### config.mk
export PLATFORM = sky130hd
export DESIGN_NAME = cmp_pipe_unit
export DESIGN_NICKNAME = d
export VERILOG_FILES = /design/src/rtl/alu_cmp_pkg.sv /design/src/rtl/cmp_core.sv /design/src/rtl/cmp_pipe_unit.sv
export SDC_FILE = /design/constraint.sdc
export NUM_CORES = 1
export LEC_CHECK = 0
export CORE_ASPECT_RATIO = 1.2
export CORE_UTILIZATION = 44
export DETAILED_ROUTE_END_ITERATION = 10
export PLACE_DENSITY = 0.75
export SYNTH_ARGS = -nofsm -noshare
export SYNTH_HDL_FRONTEND = slang
export SYNTH_SLANG_ARGS = --single-unit
### constraint.sdc
create_clock -name clk -period 1.9 [get_ports clk]
set_input_delay 0.38 -clock clk [delete_from_list [all_inputs] [get_ports clk]]
set_output_delay 0.38 -clock clk [all_outputs]
set_load 0.02 [all_outputs]
### src/rtl/alu_cmp_pkg.sv
// Shared types for the ALU compare unit.
// Opcode encoding of the relational / min-max operations.
package alu_cmp_pkg;

    localparam int CMP_OP_W = 3;

    typedef enum logic [CMP_OP_W-1:0] {
        OP_GT  = 3'd0,
        OP_LT  = 3'd1,
        OP_EQ  = 3'd2,
        OP_NE  = 3'd3,
        OP_GE  = 3'd4,
        OP_LE  = 3'd5,
        OP_MIN = 3'd6,
        OP_MAX = 3'd7
    } cmp_op_e;

endpackage

### src/rtl/cmp_core.sv
// Combinational magnitude compare, signed or unsigned.
// Signed mode flips both MSBs so one unsigned compare serves both modes.
module cmp_core
    import alu_cmp_pkg::*;
#(
    parameter int WIDTH = 6
) (
    input  logic [WIDTH-1:0] a,
    input  logic [WIDTH-1:0] b,
    input  logic             is_signed,
    output logic             lt,
    output logic             eq,
    output logic             gt
);

    logic [WIDTH-1:0] ka;
    logic [WIDTH-1:0] kb;

    // Offset-binary view: most-negative value maps to zero, no negation needed
    assign ka = {a[WIDTH-1] ^ is_signed, a[WIDTH-2:0]};
    assign kb = {b[WIDTH-1] ^ is_signed, b[WIDTH-2:0]};

    assign lt = (ka < kb);
    assign eq = (ka == kb);
    assign gt = (ka > kb);

endmodule

### src/rtl/cmp_pipe_unit.sv
// Two-stage valid/ready compare pipeline: S1 holds operands, S2 holds
// flags and the selected result. Full backpressure, one beat per cycle.
module cmp_pipe_unit
    import alu_cmp_pkg::*;
#(
    parameter int WIDTH = 6
) (
    input  logic                clk,
    input  logic                rst,
    input  logic                in_valid,
    output logic                in_ready,
    input  logic [WIDTH-1:0]    in_a,
    input  logic [WIDTH-1:0]    in_b,
    input  logic [CMP_OP_W-1:0] in_op,
    input  logic                in_signed,
    output logic                out_valid,
    input  logic                out_ready,
    output logic [WIDTH-1:0]    out_result,
    output logic                out_lt,
    output logic                out_eq,
    output logic                out_gt
);

    logic             s1_valid;
    logic [WIDTH-1:0] s1_a;
    logic [WIDTH-1:0] s1_b;
    cmp_op_e          s1_op;
    logic             s1_sgn;

    logic             s2_valid;
    logic [WIDTH-1:0] s2_result;
    logic             s2_lt;
    logic             s2_eq;
    logic             s2_gt;

    logic             s1_load;
    logic             s2_load;
    logic             c_lt;
    logic             c_eq;
    logic             c_gt;
    logic [WIDTH-1:0] res_n;

    assign s2_load  = !s2_valid || out_ready;
    assign s1_load  = !s1_valid || s2_load;
    assign in_ready = s1_load;

    cmp_core #(
        .WIDTH(WIDTH)
    ) u_core (
        .a        (s1_a),
        .b        (s1_b),
        .is_signed(s1_sgn),
        .lt       (c_lt),
        .eq       (c_eq),
        .gt       (c_gt)
    );

    always_comb begin
        res_n = '0;
        unique case (s1_op)
            OP_GT:   res_n[0] = c_gt;
            OP_LT:   res_n[0] = c_lt;
            OP_EQ:   res_n[0] = c_eq;
            OP_NE:   res_n[0] = !c_eq;
            OP_GE:   res_n[0] = c_gt || c_eq;
            OP_LE:   res_n[0] = c_lt || c_eq;
            OP_MIN:  res_n = (c_lt || c_eq) ? s1_a : s1_b;
            OP_MAX:  res_n = (c_gt || c_eq) ? s1_a : s1_b;
            default: res_n = '0;
        endcase
    end

    always_ff @(posedge clk) begin
        if (rst) begin
            s1_valid  <= 1'b0;
            s1_a      <= '0;
            s1_b      <= '0;
            s1_op     <= OP_GT;
            s1_sgn    <= 1'b0;
            s2_valid  <= 1'b0;
            s2_result <= '0;
            s2_lt     <= 1'b0;
            s2_eq     <= 1'b0;
            s2_gt     <= 1'b0;
        end else begin
            if (s1_load) begin
                s1_valid <= in_valid;
                if (in_valid) begin
                    s1_a   <= in_a;
                    s1_b   <= in_b;
                    s1_op  <= cmp_op_e'(in_op);
                    s1_sgn <= in_signed;
                end
            end
            if (s2_load) begin
                s2_valid <= s1_valid;
                if (s1_valid) begin
                    s2_result <= res_n;
                    s2_lt     <= c_lt;
                    s2_eq     <= c_eq;
                    s2_gt     <= c_gt;
                end
            end
        end
    end

    assign out_valid  = s2_valid;
    assign out_result = s2_result;
    assign out_lt     = s2_lt;
    assign out_eq     = s2_eq;
    assign out_gt     = s2_gt;

endmodule

# After elaboration in Yosys (flattened, before gate mapping)
# Cells that the tools add are included.
# word_totals
regBits	27
inputBits	20
out_inout_bits	11
# classes
magnitude_cmp	2
eq_ne	8
muxes	4
n_bitwise	2
reduce_logical	10
# op_table
op	n
3-bit == test (second input constant)	4
6-bit 2-to-1 mux	2
5-bit one-hot mux with 2 select lines	1
1-bit one-hot mux with 8 select lines	1
3-bit by 2-bit == test with 1-bit output (second input constant)	2
6-bit == test	1
6-bit > comparator	1
6-bit less-than comparator	1
1-bit logical OR	4
2-bit AND reduction	2
3-bit by 1-bit == test with 1-bit output (second input constant)	1
1-bit zero test	3
3-bit zero test	1
1-bit XOR	2

# Depth between registers and ports, before layout
# logic_depth
ltp_word	5
mapped_depth	10

# Modules after synthesis
# Synthesis repeated with hierarchy kept, for this count alone.
# unflattened
cells_unflattened	164
hier_area_um2	1346.3
# by_module_without_submodules
mod	n_inst	cells_each	area_per_inst_um2	seq_area_each_um2
cmp_pipe_unit	1	141	1177.4	540.5
cmp_core	1	23	168.9	0.0

# Worst setup path before layout
# No wires, ideal clock.
# synth_path
path_type	register to register
start	reg s1_b[4]
end	reg s2_result[0], in the netlist out_result[0]
setup_time_ps	129
arrival_ps	1881
t_required_ps	1771
setup_slack_ps	-110
stages_incl_launch_ff	10
n_path_buf	1
path_cell_list	dfxtp_1 -> inv_1 -> ha_1 -> and2b_2 -> o211ai_1 -> and4_4 -> mux2_1 -> buf_4 -> mux2i_1 -> o211ai_1
# synth_between
elab_chain_len	4
word_cells_on_any_way	9
classes_between	order compare (2); eq/ne (1); mux (3); reduce/logical (3)
# synth_lines
element	line	source
from (decl)	cmp_pipe_unit.sv:26	logic [WIDTH-1:0] s1_b;
from (signal assigned)	cmp_pipe_unit.sv:90	s1_b <= in_b;
6-bit > comparator, or another cell as far along	cmp_core.sv:25	assign gt = (ka > kb);
1-bit logical OR, on equally long branches	-	
6-bit 2-to-1 mux, on equally long branches	cmp_pipe_unit.sv:68, cmp_pipe_unit.sv:67	
1-bit one-hot mux with 8 select lines (*)	cmp_pipe_unit.sv:60	unique case (s1_op)
to (signal assigned)	cmp_pipe_unit.sv:98	s2_result <= res_n;
to (decl)	cmp_pipe_unit.sv:31	logic [WIDTH-1:0] s2_result;
# Every way passes the cells marked *; elsewhere a longest branch is shown, timed or not.
# A chain may end at the register's enable or synchronous reset.

# Worst setup path in the final report
# layout_path
start	reg s1_a[0]
end	reg s2_result[0], in the netlist out_result[0]
# layout_between
elab_chain_len	4
word_cells_on_any_way	9
classes_between	order compare (2); eq/ne (1); mux (3); reduce/logical (3)
# layout_lines
element	line	source
from (decl)	cmp_pipe_unit.sv:25	logic [WIDTH-1:0] s1_a;
from (signal assigned)	cmp_pipe_unit.sv:89	s1_a <= in_a;
6-bit > comparator, or another cell as far along	cmp_core.sv:25	
1-bit logical OR, on equally long branches	-	
6-bit 2-to-1 mux, on equally long branches	cmp_pipe_unit.sv:68, cmp_pipe_unit.sv:67	
1-bit one-hot mux with 8 select lines (*)	cmp_pipe_unit.sv:60	
# Marked as above.

==> metrics.txt <==
most frequent cells in the layout 41 x nand2_1, 29 x clkdlybuf4s50_1, 22 x buf_4, 20 x dfxtp_1, 19 x a21oi_1; headroom to the max-slew limit around 74%; root buf cell clkbuf_4; fmax between 500 and 600 MHz; initial antenna violation count 0; GP Congestion between 0.8 and 0.9; worst endpoint data arrival time 2.25 ns; EDFF count, synth 0; maximum VDD drop 459 uV; Hold Vio Cnt, Final 0; total congestion overflow 0; Logic pwr share 29.0%; CP Max Fanout 2; # clock sinks 27; cell chain of the critical path inv_1 -> ha_1 -> and2_4 -> and4_4 -> mux2_4 -> a211o_1 -> a31o_1 -> o211ai_1; FF+latch count, synth 27; Setup Viol. Count Final 6; Most used DFF post-synth dfxtp_1; WS Path Type flop to flop; outcome finished with violations; proportion of layout cells with a drive suffix above 1 22.2%; # port buffers 30; worst-case reg-to-reg path depth 8; Synth Area per Inst between 7 and 8 um^2; Setup crit end kind flop; reg2reg setup slack -0.09 ns; Routed WL 3120 um; Worst Hold End out_result[5]; Seq/Total Area, Yosys 41.3%; Max Slew Vio Count 0; Post-Syn Area 1310 um^2; min cycle time layout slightly below 2 ns; final critical-path share of the clock period 105%; synth top area cells dfxtp_1 41%, nand2_1 12%, a21oi_1 7.3%; post-synthesis cell count roughly 160; Initial Util 46.5%; Sw Share approximately 28%; Psw 0.000348 W; Critical R2R Capture out_result[0]; fin util between 60% and 70%; ANT nets after route 0; R2R Path Start s1_a[0]; DP HPWL 2260 um; clock power share 20.5%; cell row count 21; Hold Path Class flop to flop; gr usage total 20.7%; crit-path max cell delay between 0.3 and 0.4 ns; Flop pwr share 50.5%; worst hold path cell count 2; htree depth 1; full die area 3190 um^2; hold wc startpoint out_result[5]; CTS tree built; Slowest-stage cell, CP dfxtp_2; worst slack at placement -0.121 ns; area grow syn2layout 43.7%; clk_skew 0.00571 ns; post-synthesis async set-or-reset flop share 0%; final worst setup slack -0.0872 ns; Fill cells 233; vias in the first global route 1176; n_diodes 0; RSZ-0062 raised after global routing yes; initial DRC count 35; PD cells 653 nW/um^2; P_leak 0.761 nW; Vert. Die Dim 61.7 um; nets 238; first-pass GRT wire length slightly below 5000 um; Worst-Skew Late Latency 0.33 ns; commonest non-fill, non-tap cell in the layout nand2_1; I/O Pins 31; largest net degree at the start of global routing 17; CTS buffer count 3; die width 51.8 um; Synth area leader dfxtp_1; warning count from the yosys run 0; total via count in the routed design 1252; clock tree buffer depth 2; Critical Path RT 2.16 ns; core area 2810 um^2; Worst setup SP type flop; Pint 0.000879 W; Netlist cell types 31; syn_nets 189; clk slew on worst S/H paths between 0.1 and 0.15 ns; worst slew pin tran 0.387 ns; Vias per Instance 5.09; # Max-Cap Violations 0; remaining routing DRC violations 0; Yosys top cell area share 41.3%; Pre-antenna DRT Iters 4; routed len/inst 12.7 um; failing checks negative setup slack
what timing repair did:
action,in CTS,in global routing
hold buffers,0,0
setup endpoints to repair,7,6
buffers inserted,1,0
pin swaps,8,4
resized for setup,11,5
gates cloned,0,0
critical path: cells and delay by family, from the launching register on:
kind / cells / cell delay, ns
AOI/OAI and AO/OA: 3 / 0.56
adders and majority gates: 1 / 0.30
buffers and inverters: 1 / 0.04
DFF: 1 / 0.35
muxes: 1 / 0.30
and+or+nand+nor: 2 / 0.38
metrics by stage:
step           setup TNS [ns]  power [W]  hold WS, ns  cell area, um^2  cells
2_1_floorplan          -0.270   0.000833        0.442             1320    164
3_3_place_gp          -0.0659   0.000941        0.438             1790    241
3_5_place_dp           -0.472   0.000955        0.445             1790    241
4_1_cts               -0.0871    0.00121        0.463             1870    246
5_1_grt                -0.613    0.00128        0.493             1880    246
6_report               -0.234    0.00123        0.459             1880    246
final cells by class:
type | instances | area, um^2 | share of cell area [%]
multi-input combinational | 122 | 754 | 40.1
sequential | 27 | 549 | 29.2
timing repair buffer | 53 | 484 | 25.8
tap | 34 | 42.5 | 2.26
clock buffer | 4 | 26.3 | 1.40
inverter | 6 | 22.5 | 1.20
worst max-delay path by stage:
stage                         start       endpoint  cells past startpoint
after floorplan             s1_b[1]  out_result[0]                      9
after global placement    out_ready       in_ready                      4
after detailed placement    s1_b[1]  out_result[0]                      8
after CTS                   s1_b[4]  out_result[0]                      8
after global routing        s1_b[4]  out_result[0]                      8
final                       s1_a[0]  out_result[0]                      8
flip-flops by register name, indices dropped and copies added (netlist names):
name	cells
s1_a	6
out_valid	1
out_lt	1
out_eq	1
out_result	6
out_gt	1
s1_valid	1
s1_sgn	1
s1_b	6
s1_op	3
cell usage after synthesis, types with 2 or more instances:
master     n
inv_1      6
and2_1     3
a211o_1    2
nand2b_1   2
nor2b_1    4
nor2_1    12
nand2_1   41
ha_1       5
dfxtp_1   27
clkbuf_1   7
mux2i_1    8
o21ai_1    5
o211ai_1   2
a21oi_1   19
nand3_1    5
power groups by stage:
stage                     registers, W  logic (W)  clock network, W
after floorplan               0.000633   0.000200                 0
after global placement        0.000626   0.000316                 0
after detailed placement      0.000628   0.000327                 0
after CTS                     0.000618   0.000340          0.000257
after global routing          0.000623   0.000382          0.000273
final                         0.000619   0.000356          0.000252
cells by family (layout without fill, tap and decap cells):
logic type                 count (synthesis)  after routing  synth area share [%]
muxes                                     10             10                  8.13
AOI/OAI and AO/OA                         33             33                  14.7
adders and majority gates                  5              5                  4.78
xor gates and xnor gates                   1              1                 0.670
buffers and inverters                     15             63                  5.17
DFF                                       27             27                  41.3
and+or+nand+nor                           73             73                  25.2
routing by layer:
metal  vias up  GRT usage [%]  part of all wire [%]
li1        648              -                     -
met1       564           24.5                    44
met2        32           36.9                    50
met3         8           3.41                   4.0
met4         0           9.65                   2.0
met5         -              0                     0
Note: power is estimated with default switching activity, not from simulation.
